**config.mk**
```make
export PLATFORM = sky130hd
export DESIGN_NAME = cnt_seq
export DESIGN_NICKNAME = d
export VERILOG_FILES = /design/src/rtl/cnt_seq.sv
export SDC_FILE = /design/constraint.sdc
export NUM_CORES = 1
export LEC_CHECK = 0
export ABC_AREA = 1
export BUFFER_PORTS_ARGS = -buffer_cell sky130_fd_sc_hd__buf_2
export CAP_MARGIN = 5
export CORE_MARGIN = 2
export CORE_UTILIZATION = 55
export CTS_BUF_LIST = sky130_fd_sc_hd__clkbuf_2
export DETAILED_ROUTE_END_ITERATION = 16
export PLACE_DENSITY = 0.91
export RECOVER_POWER = 100
export SYNTH_ARGS = -nofsm -noshare
export SYNTH_HDL_FRONTEND = slang
export SYNTH_SLANG_ARGS = --single-unit
```
**constraint.sdc**
```tcl
create_clock -name clk -period 4.5 [get_ports clk]
set_clock_uncertainty 0.05 [all_clocks]
set_input_delay 0.225 -clock clk [delete_from_list [all_inputs] [get_ports clk]]
set_output_delay 0.225 -clock clk [all_outputs]
set_load 0.01 [all_outputs]
```
**src/rtl/cnt_seq.sv**
```systemverilog
// cnt_seq: iterative clz / ctz / cpop unit (plus 32-bit "W" variants).
// The operand is scanned CHUNK bits per cycle, most significant chunk first,
// through one CHUNK-wide leading-zero / popcount slice. An accumulator sums
// the per-chunk counts.
//
// Ports:
//   clk    - clock
//   reset  - synchronous, active-high reset
//   Start  - request; sampled only while idle
//   Flush  - abort the current operation (wins over Start)
//   CntOp  - 00 clz, 01 ctz, 10 cpop, 11 reserved (runs as clz)
//   Word   - operate on A[WIDTH/2-1:0] only
//   A      - operand, sampled with Start
//   Busy   - high while chunks are being scanned
//   Done   - one-cycle pulse; Result valid
//   Result - count, held until the next Done
`timescale 1ns/1ps
module cnt_seq #(
    parameter int WIDTH = 64,
    parameter int CHUNK = 16
) (
    input  logic                     clk,
    input  logic                     reset,
    input  logic                     Start,
    input  logic                     Flush,
    input  logic [1:0]               CntOp,
    input  logic                     Word,
    input  logic [WIDTH-1:0]         A,
    output logic                     Busy,
    output logic                     Done,
    output logic [$clog2(WIDTH):0]   Result
);

    localparam int RW  = $clog2(WIDTH) + 1;
    localparam int CW  = $clog2(CHUNK) + 1;
    localparam int NCH = WIDTH / CHUNK;
    localparam int NW  = $clog2(NCH);
    localparam logic [NW-1:0] LAST_FULL = NW'(NCH - 1);
    localparam logic [NW-1:0] LAST_WORD = NW'(NCH / 2 - 1);

    typedef enum logic [1:0] {
        S_IDLE = 2'd0,
        S_BUSY = 2'd1,
        S_DONE = 2'd2
    } state_t;

    function automatic logic [WIDTH-1:0] bit_reverse(input logic [WIDTH-1:0] v);
        logic [WIDTH-1:0] r;
        r = '0;
        for (int i = 0; i < WIDTH; i++) begin
            r[WIDTH-1-i] = v[i];
        end
        return r;
    endfunction

    // Leading zeros of one chunk; CHUNK when the chunk is all zero.
    function automatic logic [CW-1:0] lzc_chunk(input logic [CHUNK-1:0] v);
        logic [CW-1:0] n;
        logic          found;
        n     = '0;
        found = 1'b0;
        for (int i = CHUNK - 1; i >= 0; i--) begin
            n     = n + CW'(!found && !v[i]);
            found = found | v[i];
        end
        return n;
    endfunction

    function automatic logic [CW-1:0] pop_chunk(input logic [CHUNK-1:0] v);
        logic [CW-1:0] n;
        n = '0;
        for (int i = 0; i < CHUNK; i++) begin
            n = n + CW'(v[i]);
        end
        return n;
    endfunction

    state_t            state_r, state_n;
    logic [WIDTH-1:0]  scan_r, scan_n;
    logic [1:0]        op_r, op_n;
    logic              word_r, word_n;
    logic [RW-1:0]     acc_r, acc_n;
    logic [NW-1:0]     cnt_r, cnt_n;
    logic [RW-1:0]     result_r, result_n;
    logic              done_r, done_n;

    logic [WIDTH-1:0]  load_s;
    logic [CHUNK-1:0]  chunk_s;
    logic              is_cpop_s;
    logic [NW-1:0]     last_idx_s;
    logic              last_s;
    logic [CW-1:0]     add_s;
    logic [RW-1:0]     acc_sum_s;

    // The field is left-aligned in the scan register so the top chunk is
    // always the next one. For ctz the upper half of the full reversal is
    // exactly the reversed low half, so Word needs no special case there.
    always_comb begin
        load_s = A;
        case (CntOp)
            2'b01:   load_s = bit_reverse(A);
            default: begin
                if (Word) begin
                    load_s = {A[WIDTH/2-1:0], {(WIDTH/2){1'b0}}};
                end else begin
                    load_s = A;
                end
            end
        endcase
    end

    assign chunk_s    = scan_r[WIDTH-1 -: CHUNK];
    assign is_cpop_s  = (op_r == 2'b10);
    assign last_idx_s = word_r ? LAST_WORD : LAST_FULL;
    // clz/ctz stop at the first nonzero chunk; cpop always visits every chunk.
    assign last_s     = (cnt_r == last_idx_s) || (!is_cpop_s && (chunk_s != '0));
    assign add_s      = is_cpop_s ? pop_chunk(chunk_s) : lzc_chunk(chunk_s);
    assign acc_sum_s  = acc_r + RW'(add_s);

    // Next-state and datapath update for the IDLE / BUSY / DONE sequence.
    always_comb begin
        state_n  = state_r;
        scan_n   = scan_r;
        op_n     = op_r;
        word_n   = word_r;
        acc_n    = acc_r;
        cnt_n    = cnt_r;
        result_n = result_r;
        done_n   = 1'b0;
        case (state_r)
            S_IDLE: begin
                if (Start && !Flush) begin
                    state_n = S_BUSY;
                    scan_n  = load_s;
                    op_n    = CntOp;
                    word_n  = Word;
                    acc_n   = '0;
                    cnt_n   = '0;
                end else begin
                    state_n = S_IDLE;
                end
            end
            S_BUSY: begin
                if (Flush) begin
                    state_n = S_IDLE;
                end else if (last_s) begin
                    state_n  = S_DONE;
                    result_n = acc_sum_s;
                    done_n   = 1'b1;
                end else begin
                    acc_n  = acc_sum_s;
                    cnt_n  = cnt_r + NW'(1);
                    scan_n = scan_r << CHUNK;
                end
            end
            S_DONE:  state_n = S_IDLE;
            default: state_n = S_IDLE;
        endcase
    end

    // State and datapath registers with synchronous reset.
    always_ff @(posedge clk) begin
        if (reset) begin
            state_r  <= S_IDLE;
            scan_r   <= '0;
            op_r     <= 2'b00;
            word_r   <= 1'b0;
            acc_r    <= '0;
            cnt_r    <= '0;
            result_r <= '0;
            done_r   <= 1'b0;
        end else begin
            state_r  <= state_n;
            scan_r   <= scan_n;
            op_r     <= op_n;
            word_r   <= word_n;
            acc_r    <= acc_n;
            cnt_r    <= cnt_n;
            result_r <= result_n;
            done_r   <= done_n;
        end
    end

    assign Busy   = (state_r == S_BUSY);
    assign Done   = done_r;
    assign Result = result_r;

endmodule

```
==> impl_metrics.ini, run 1 <==
[synth]
synth-async-reset-ratio_pct = 0
syn-cell-area_mm2 = 0.00619
avgSynthCellArea_um2 = 6.31
yosysSeqAreaShare_pct = 27.8
synthTopCellsByCount = 191 x nor2_1, 127 x inv_1, 116 x nand2_1
synthDistinctLibCells = 28
syn_nets = 1089
synth_cells = 981
synthTopCellsByArea = dfxtp_1 28%, nor2_1 12%, o21ai_0 8.0%
synth_edf_count = 0
synth_seq_cells = 86
yosys_warnings = 0
ys.flop_type = dfxtp_1
yosysMostFrequentCell = nor2_1
synth_top_area_cell = dfxtp_1
synth_top_cell_area_share_pct = 27.8

[sta]
setup_ws_ns = -0.694
min_period_ns = 5.19
clock.fmax_mhz = 193
fin_crit_sh_pct = 115
setup_tns_ns = -6.56
relSlewSlack_pct = -44.9
holdWs_ns = -0.000171
worstMarginPinSlew_ns = 2.17
hold_viol = 1
slew_violations = 48
rsz0062_at_grt = true
setup-violations-final = 12

[placed_design]
placed_cells = 1173
place_area_mm2 = 0.00680
post-dp-hpwl_mm = 11.0
portBuffers = 79
dp_slack_ns = -0.596
gp_congestion = 0.850

[critical_path]
critPathMaxFanout = 4
cp_slowest_cell = fa_1
cp.depth = 27
crit_arrival_ns = 5.65
cp_common_cell = fa_1
critPathCaptureType = flip-flop
crit_path_max_incr_delay_ns = 0.53
worstPathRequired_ns = 4.95
cp_num_buf_inv = 4
crit_family = adder cells
crit_type = flip-flop to flip-flop
start_kind = flip-flop
reg2reg_depth = 27

[grt]
grt_max_degree = 77
grt_pass1_wl_mm = 31.8
antenna_found_initial = 0
grt_pass1_vias = 7000
grt_usage_pct = 33.5
grt_overflow = 0

[detailed_routing]
ant_nets = 0
routedWlPerCell_um = 16.5
drcViolationCount = 0
viasPerCell = 6.03
drt-initial-drc-count = 885
drt_pass1_iterations = 7
vias = 7593
wirelength_mm = 20.8

[clock_network]
cts_buffers = 9
cts_tree = yes
clock-root-buffer = clkbuf_2
clock_path_buffers = 2
clock_latency_ns = 0.64
clock-sinks = 86
cts-htree-levels = 3
clk_pin_slew_worst_paths_ns = 0.33

[pwr]
p_clk_share_pct = 12.9
p_seq_share_pct = 24.6
powerDensity_mw_per_mm2 = 452
p_int_w = 0.00188
max-vdd-ir-drop_uv = 437
p_sw_w = 0.00161
combPwrFrac_pct = 62.5
power.leakage_nw = 3.73
p_sw_share_pct = 46.2

[layout]
fillers = 752
drive_gt1_share_pct = 20.3
final_nets = 1222
antenna_cells = 0
layout.cells.non_filler = 1259
design_area_mm2 = 0.00772
area_growth_pct = 24.7

[floorplan]
dieArea_mm2 = 0.0121
chipHeight_um = 110
core_mm2 = 0.0109
dieWidth_um = 110
start_util_pct = 56.8
placementRows = 38
io_pins = 80

[outcome]
status = finished with violations
violations = negative hold slack, max-capacitance violations, max-slew violations, negative setup slack

[min_path]
hold_class = input port to flip-flop
hold_path_depth = 5

[job]
maxCapViolCount = 1
==> power by group through the flow <==
stage	registers (W)	logic (W)	clock network [W]
after floorplan	0.000866	0.00120	0
after global placement	0.000863	0.00165	0
after detailed placement	0.000865	0.00171	0
after CTS	0.000853	0.00194	0.000432
after global routing	0.000862	0.00238	0.000466
final	0.000859	0.00218	0.000449
==> registers in the layout, indices dropped and copies added (netlist names) <==
register	cells
cnt_r	2
Done	1
op_r	2
scan_r	64
word_r	1
Result	7
state_r	2
acc_r	7
==> metrics by stage <==
stage / hold slack (ns) / utilization [%] / power, W
finish: -0.000171 / 70.9 / 0.00349
global route: 0.0139 / 70.9 / 0.00371
CTS: 0.00100 / 69.9 / 0.00323
detailed placement: 0.402 / 62.5 / 0.00257
global placement: 0.399 / 62.5 / 0.00252
floorplan: 0.244 / - / 0.00207
==> metal layers <==
| metal | GRT usage [%] | wire length, um | share of wire [%] |
|---|---|---|---|
| met1 | 38.1 | 7510 | 36 |
| met2 | 57.7 | 9580 | 46 |
| met3 | 6.82 | 2170 | 10 |
| met4 | 20.2 | 1530 | 7.3 |
| met5 | 0 | 0 | 0 |
==> cell type report <==
cell class,count,area [um2],area share [%]
timing repair buffer,189,1340,17.3
tap,140,175,2.27
multi-input combinational,694,3840,49.8
inverter,134,505,6.55
clock inverter,7,80.1,1.04
sequential,86,1730,22.5
clock buffer,9,45.0,0.584
==> path summary, 6_finish.rpt <==
check	startpoint	endpoint	slack, ns
setup / recovery	scan_r[56]	acc_r[4]	-0.69
hold / removal	A[42]	scan_r[21]	-0.0002
setup reg to reg	scan_r[56]	acc_r[4]	-0.69
hold reg to reg	Result[2]	Result[2]	0.45
==> repair_timing <==
action / 4_1_cts / 5_1_grt
pin swaps: 19 / 8
buffers inserted: 14 / 4
hold buffers: 51 / 1
endpoints found under the setup margin: 12 / 12
gates resized for setup: 19 / 23
hold endpoints to repair: 33 / 1
==> cell families (layout without fill, tap and decap cells) <==
group / count (synthesis) / count (layout) / synth area share [%]
AND/OR/NAND/NOR: 431 / 431 / 29.6
AO/OA/AOI/OAI: 222 / 222 / 19.4
buffers and inverters: 201 / 339 / 12.8
flip-flops: 86 / 86 / 27.8
adder cells (fa/ha/maj): 37 / 37 / 9.90
XOR/XNOR: 4 / 4 / 0.566
==> worst reg2reg max path, delay by kind of cell, from the launching register on <==
family,cells,cell delay (ns)
buf+inv,4,0.24
compound gates,2,0.14
xor+xnor,1,0.16
fa+ha+maj,7,2.79
flops,1,0.39
simple gates,13,1.35
==> cells in the final DEF (no fill, tap or decap), drive strengths merged <==
cell           n
nor3           4
a21oi         64
o21ai        106
clkbuf        19
xor2           2
ha            17
buf          127
nand4          3
nor2         215
clkinv         4
a21o           2
nor4           1
dfxtp         86
o22ai         34
and2           1
clkinvlp       1
inv          136
xnor2          2
o211ai        16
nand3         86
nand2        121
fa            20
dlygate4sd3   52
Power figures use the tool's default switching activity.
==> inputs of run 2 (changes only) <==
CORE_UTILIZATION = 65   (was 55)
PLACE_DENSITY = 0.95   (was 0.91)
SETUP_SLACK_MARGIN = 0.05   (was not set)
clock period = 6.62 ns   (was 4.5 ns; I/O delays follow)
==> run 2 against run 1 <==
The flow finishes with violations (max-capacitance violations, max-slew violations). Cell area decreased by 14%. Die area decreased by 15%. Total power decreased by 45%. Register-to-register slack improved by 1.5 ns. Core utilization increased by 0.60 points. Critical path type unchanged.
==> impl_metrics.ini, run 2 (synthesis gave the netlist of run 1 again) <==
[outcome]
status = finished with violations
violations = max-capacitance violations, max-slew violations

[floorplan]
io_pins = 80
dieWidth_um = 102
placementRows = 35
chipHeight_um = 102
core_mm2 = 0.00924
start_util_pct = 67.0
dieArea_mm2 = 0.0103

[layout]
antenna_cells = 0
mostFrequentLayoutCells = 196 x nor2_1, 128 x inv_1, 119 x nand2_1
drive_gt1_share_pct = 11.6
fillers = 770
mostFrequentLayoutCell = nor2_1
design_area_mm2 = 0.00661
largest_register = scan_r
largest_reg_flops = 64
final_nets = 1123
area_growth_pct = 6.71
layout.cells.non_filler = 1148

[clock_network]
cts-htree-levels = 3
postCtsSetupBuffers = 0
cts_hold_buf = 1
clk_pin_slew_worst_paths_ns = 0.26
post_cts_resized = 0
cts_buffers = 9
clock_path_buffers = 2
clock_latency_ns = 0.57
clock-sinks = 86
cts_tree = yes
clock-root-buffer = clkbuf_2

[detailed_routing]
drt_pass1_iterations = 5
wirelength_mm = 16.7
vias = 6473
routedWlPerCell_um = 14.6
drcViolationCount = 0
drt-initial-drc-count = 526
viasPerCell = 5.64
ant_nets = 0

[min_path]
min_from = CntOp[1]
hold_class = input port to flip-flop
min_to = op_r[1]
hold_path_depth = 3

[critical_path]
worst_r2r_endpoint = acc_r[4]
crit_type = flip-flop to flip-flop
worstReg2RegStart = scan_r[63]
worstPathRequired_ns = 7.09
critPathCaptureType = flip-flop
crit_arrival_ns = 6.30
reg2reg_slack_ns = 0.80
critPathMaxFanout = 6
start_kind = flip-flop
reg2reg_depth = 24

[sta]
clock.fmax_mhz = 172
hold_viol = 0
rsz0062_at_grt = false
setup-violations-final = 0
slew_violations = 161
relSlewSlack_pct = -132
setup_ws_ns = 0.797
min_period_ns = 5.82
setup_tns_ns = 0
fin_crit_sh_pct = 88.0
worstMarginPinSlew_ns = 3.48

[pwr]
powerDensity_mw_per_mm2 = 291
max-vdd-ir-drop_uv = 232
power.leakage_nw = 3.28

[grt]
grt_overflow = 0
grt_pass1_vias = 5864
grt_usage_pct = 33.6
antenna_found_initial = 1
grt_pass1_wl_mm = 27.6
grt_max_degree = 98

[placed_design]
post-dp-hpwl_mm = 11.2
dp_slack_ns = 1.19
portBuffers = 79
placed_cells = 1132
gp_congestion = 0.911
place_area_mm2 = 0.00654

[job]
maxCapViolCount = 3
==> run 2: power breakdown <==
part           leakage, nW  switching [W]  total (W)  internal [W]
Clock               0.0646       0.000201   0.000289     0.0000875
Sequential           0.706      0.0000228   0.000583      0.000560
Combinational         2.51       0.000638    0.00105      0.000410
==> run 2: layout make-up <==
class | count | area, um2 | area share [%]
Multi-Input combinational cell | 694 | 3650 | 55.2
Sequential cell | 86 | 1720 | 26.1
Inverter | 134 | 503 | 7.62
Timing Repair Buffer | 90 | 455 | 6.90
Tap cell | 129 | 161 | 2.44
Clock inverter | 6 | 71.3 | 1.08
Clock buffer | 9 | 45.0 | 0.682
==> run 2: how the worst max path moves through the flow <==
stage	to	start	slack, ns	depth (start not counted)
after floorplan	acc_r[4]	scan_r[63]	1.65	24
after global placement	acc_r[4]	scan_r[63]	1.43	24
after detailed placement	acc_r[4]	scan_r[63]	1.19	24
after CTS	acc_r[4]	scan_r[63]	1.10	24
after global routing	acc_r[4]	scan_r[63]	0.39	24
final	acc_r[4]	scan_r[63]	0.80	24
==> run 2: metal layers <==
metal  track usage [%]  routed length [um]
met1              44.9                6790
met2              54.4                7820
met3              5.31                1590
met4              13.7                 520
met5                 0                   0
==> run 2: per-stage QoR <==
stage | power (W) | hold slack, ns | util [%]
3_5_place_dp | 0.00162 | 0.407 | 70.8
5_1_grt | 0.00210 | 0.00832 | 71.5
3_3_place_gp | 0.00158 | 0.406 | 70.8
2_1_floorplan | 0.00138 | 0.350 | -
6_report | 0.00192 | 0.0194 | 71.5
4_1_cts | 0.00191 | 0.0125 | 72.1
==> run 2: worst max-delay path, stage by stage (launching register included) <==
cell	delay, ns
dfxtp_1	0.41
nor2_1	0.18
nand2_1	0.19
nor2_1	0.31
nand2_1	0.12
inv_1	0.16
nand2_1	0.12
fa_1	0.54
inv_1	0.05
fa_1	0.50
fa_1	0.44
fa_1	0.47
ha_1	0.23
fa_1	0.48
nand2_1	0.05
o21ai_0	0.12
inv_1	0.10
fa_1	0.43
inv_1	0.10
nand2_1	0.06
nand2_1	0.07
xor2_1	0.22
and2_0	0.19
nor2_2	0.06
nor2_1	0.17
==> inputs of run 3 (changes only) <==
MAX_ROUTING_LAYER = met4   (was not set)
==> run 3 against run 2 <==
Sequential cell count is the same. Non-clock buffer count unchanged. Wire length grew 1.2%. Die area unchanged. Combinational power about the same. Largest power group unchanged. First-iteration DRC count down 1.9%. Cell area down 0.32%. The run still ends with max-capacitance violations, max-slew violations left.
==> impl_metrics.ini, run 3 (synthesis gave the netlist of run 1 again) <==
[outcome]
violations = max-capacitance violations, max-slew violations
status = finished with violations

[layout]
largest_register = scan_r
final_nets = 1123
fillers = 805
drive_gt1_share_pct = 11.8
finalCoreUtilization_pct = 71.3
antenna_cells = 0
largest_reg_flops = 64
mostFrequentLayoutCells = 195 x nor2_1, 128 x inv_1, 119 x nand2_1
layout.cells.non_filler = 1149
mostFrequentLayoutCell = nor2_1
regArea_mm2 = 0.00172
multi_input_area_mm2 = 0.00365
area_growth_pct = 6.37

[sta]
relSlewSlack_pct = -137
fin_crit_sh_pct = 85.6
setup-violations-final = 0
min_period_ns = 5.67
clock.fmax_mhz = 176
hold_viol = 0
holdWs_ns = 0.0388
rsz0062_at_grt = false
slew_violations = 161
setup_tns_ns = 0
worstMarginPinSlew_ns = 3.55

[placed_design]
placed_cells = 1132
portBuffers = 79
gp_congestion = 0.930
post-dp-hpwl_mm = 11.5

[floorplan]
start_util_pct = 67.0
core_mm2 = 0.00924
placementRows = 35
io_pins = 80
dieWidth_um = 102
dieArea_mm2 = 0.0103
chipHeight_um = 102

[pwr]
combPwrFrac_pct = 55.6
p_clk_share_pct = 13.5
p_sw_w = 0.000868
max-vdd-ir-drop_uv = 196
p_int_w = 0.00102
p_sw_share_pct = 45.9
power.leakage_nw = 3.28
powerDensity_mw_per_mm2 = 287
p_seq_share_pct = 30.9

[critical_path]
critPathMaxFanout = 6
crit_arrival_ns = 6.13
start_kind = flip-flop
crit_type = flip-flop to flip-flop
critPathCaptureType = flip-flop
worstPathRequired_ns = 7.08

[detailed_routing]
routedWlPerCell_um = 14.7
drt-initial-drc-count = 516
drcViolationCount = 0
ant_nets = 0
viasPerCell = 5.71
vias = 6557
drt_pass1_iterations = 6
wirelength_mm = 16.9

[min_path]
hold_class = input port to flip-flop

[clock_network]
post_cts_resized = 0
cts-htree-levels = 3
clock-sinks = 86
postCtsSetupBuffers = 0
cts_tree = yes
clock_latency_ns = 0.57
clock_path_buffers = 2
clock-root-buffer = clkbuf_2
clk_pin_slew_worst_paths_ns = 0.29
cts_hold_buf = 1
cts_buffers = 9

[grt]
grt_overflow = 0
grt_usage_pct = 35.2
grt_pass1_vias = 5950
grt_max_degree = 98
antenna_found_initial = 0
grt_pass1_wl_mm = 28.0

[job]
maxCapViolCount = 3
==> run 3: layout make-up <==
type / instances / share of cell area, %
sequential: 86 / 26.1
multi-input combinational: 694 / 55.4
inverter: 134 / 7.64
tap: 129 / 2.45
clock inverter: 7 / 0.722
clock buffer: 9 / 0.684
timing repair buffer: 90 / 6.92
==> run 3: per-stage QoR <==
| step | total power (W) | area [um2] | worst slack [ns] |
|---|---|---|---|
| global route | 0.00207 | 6580 | 0.486 |
| global placement | 0.00157 | 6540 | 1.43 |
| detailed placement | 0.00162 | 6540 | 1.29 |
| CTS | 0.00188 | 6640 | 1.20 |
| finish | 0.00189 | 6580 | 0.953 |
| floorplan | 0.00138 | 6190 | 1.65 |
==> run 3: final timing paths <==
kind	start	endpoint	slack (ns)	depth (start not counted)
worst min register to register	Result[0]	Result[0]	0.43	2
worst max register to register	scan_r[63]	acc_r[4]	0.95	24
worst min-delay path	A[50]	scan_r[13]	0.04	3
worst max-delay path	scan_r[63]	acc_r[4]	0.95	24
==> run 3: power groups by stage <==
stage	Clock, W	Sequential (W)	Combinational [W]
3_5_place_dp	0	0.000593	0.00103
6_report	0.000256	0.000583	0.00105
2_1_floorplan	0	0.000588	0.000790
3_3_place_gp	0	0.000591	0.000984
5_1_grt	0.000272	0.000588	0.00121
4_1_cts	0.000253	0.000583	0.00104
==> run 3: critical path, cell delays in order, from the launching register on <==
cell and delay (ns):
dfxtp_1 0.41, nor2_1 0.17, nand2_1 0.14, nor2_1 0.26
nand2_1 0.10, inv_1 0.14, nand2_1 0.11, fa_1 0.55
inv_1 0.06, fa_1 0.49, fa_1 0.43, fa_1 0.47
ha_1 0.23, fa_1 0.48, nand2_1 0.05, o21ai_0 0.11
inv_1 0.10, fa_1 0.45, inv_1 0.11, nand2_1 0.07
nand2_1 0.07, xor2_1 0.18, and2_0 0.17, nor2_2 0.05
nor2_1 0.18
==> run 3: metal layers <==
layer / share of wire, % / GRT usage (%)
met5: 0 / -
met4: 3.2 / 13.5
met3: 9.6 / 7.59
met2: 47 / 54.9
met1: 41 / 44.7
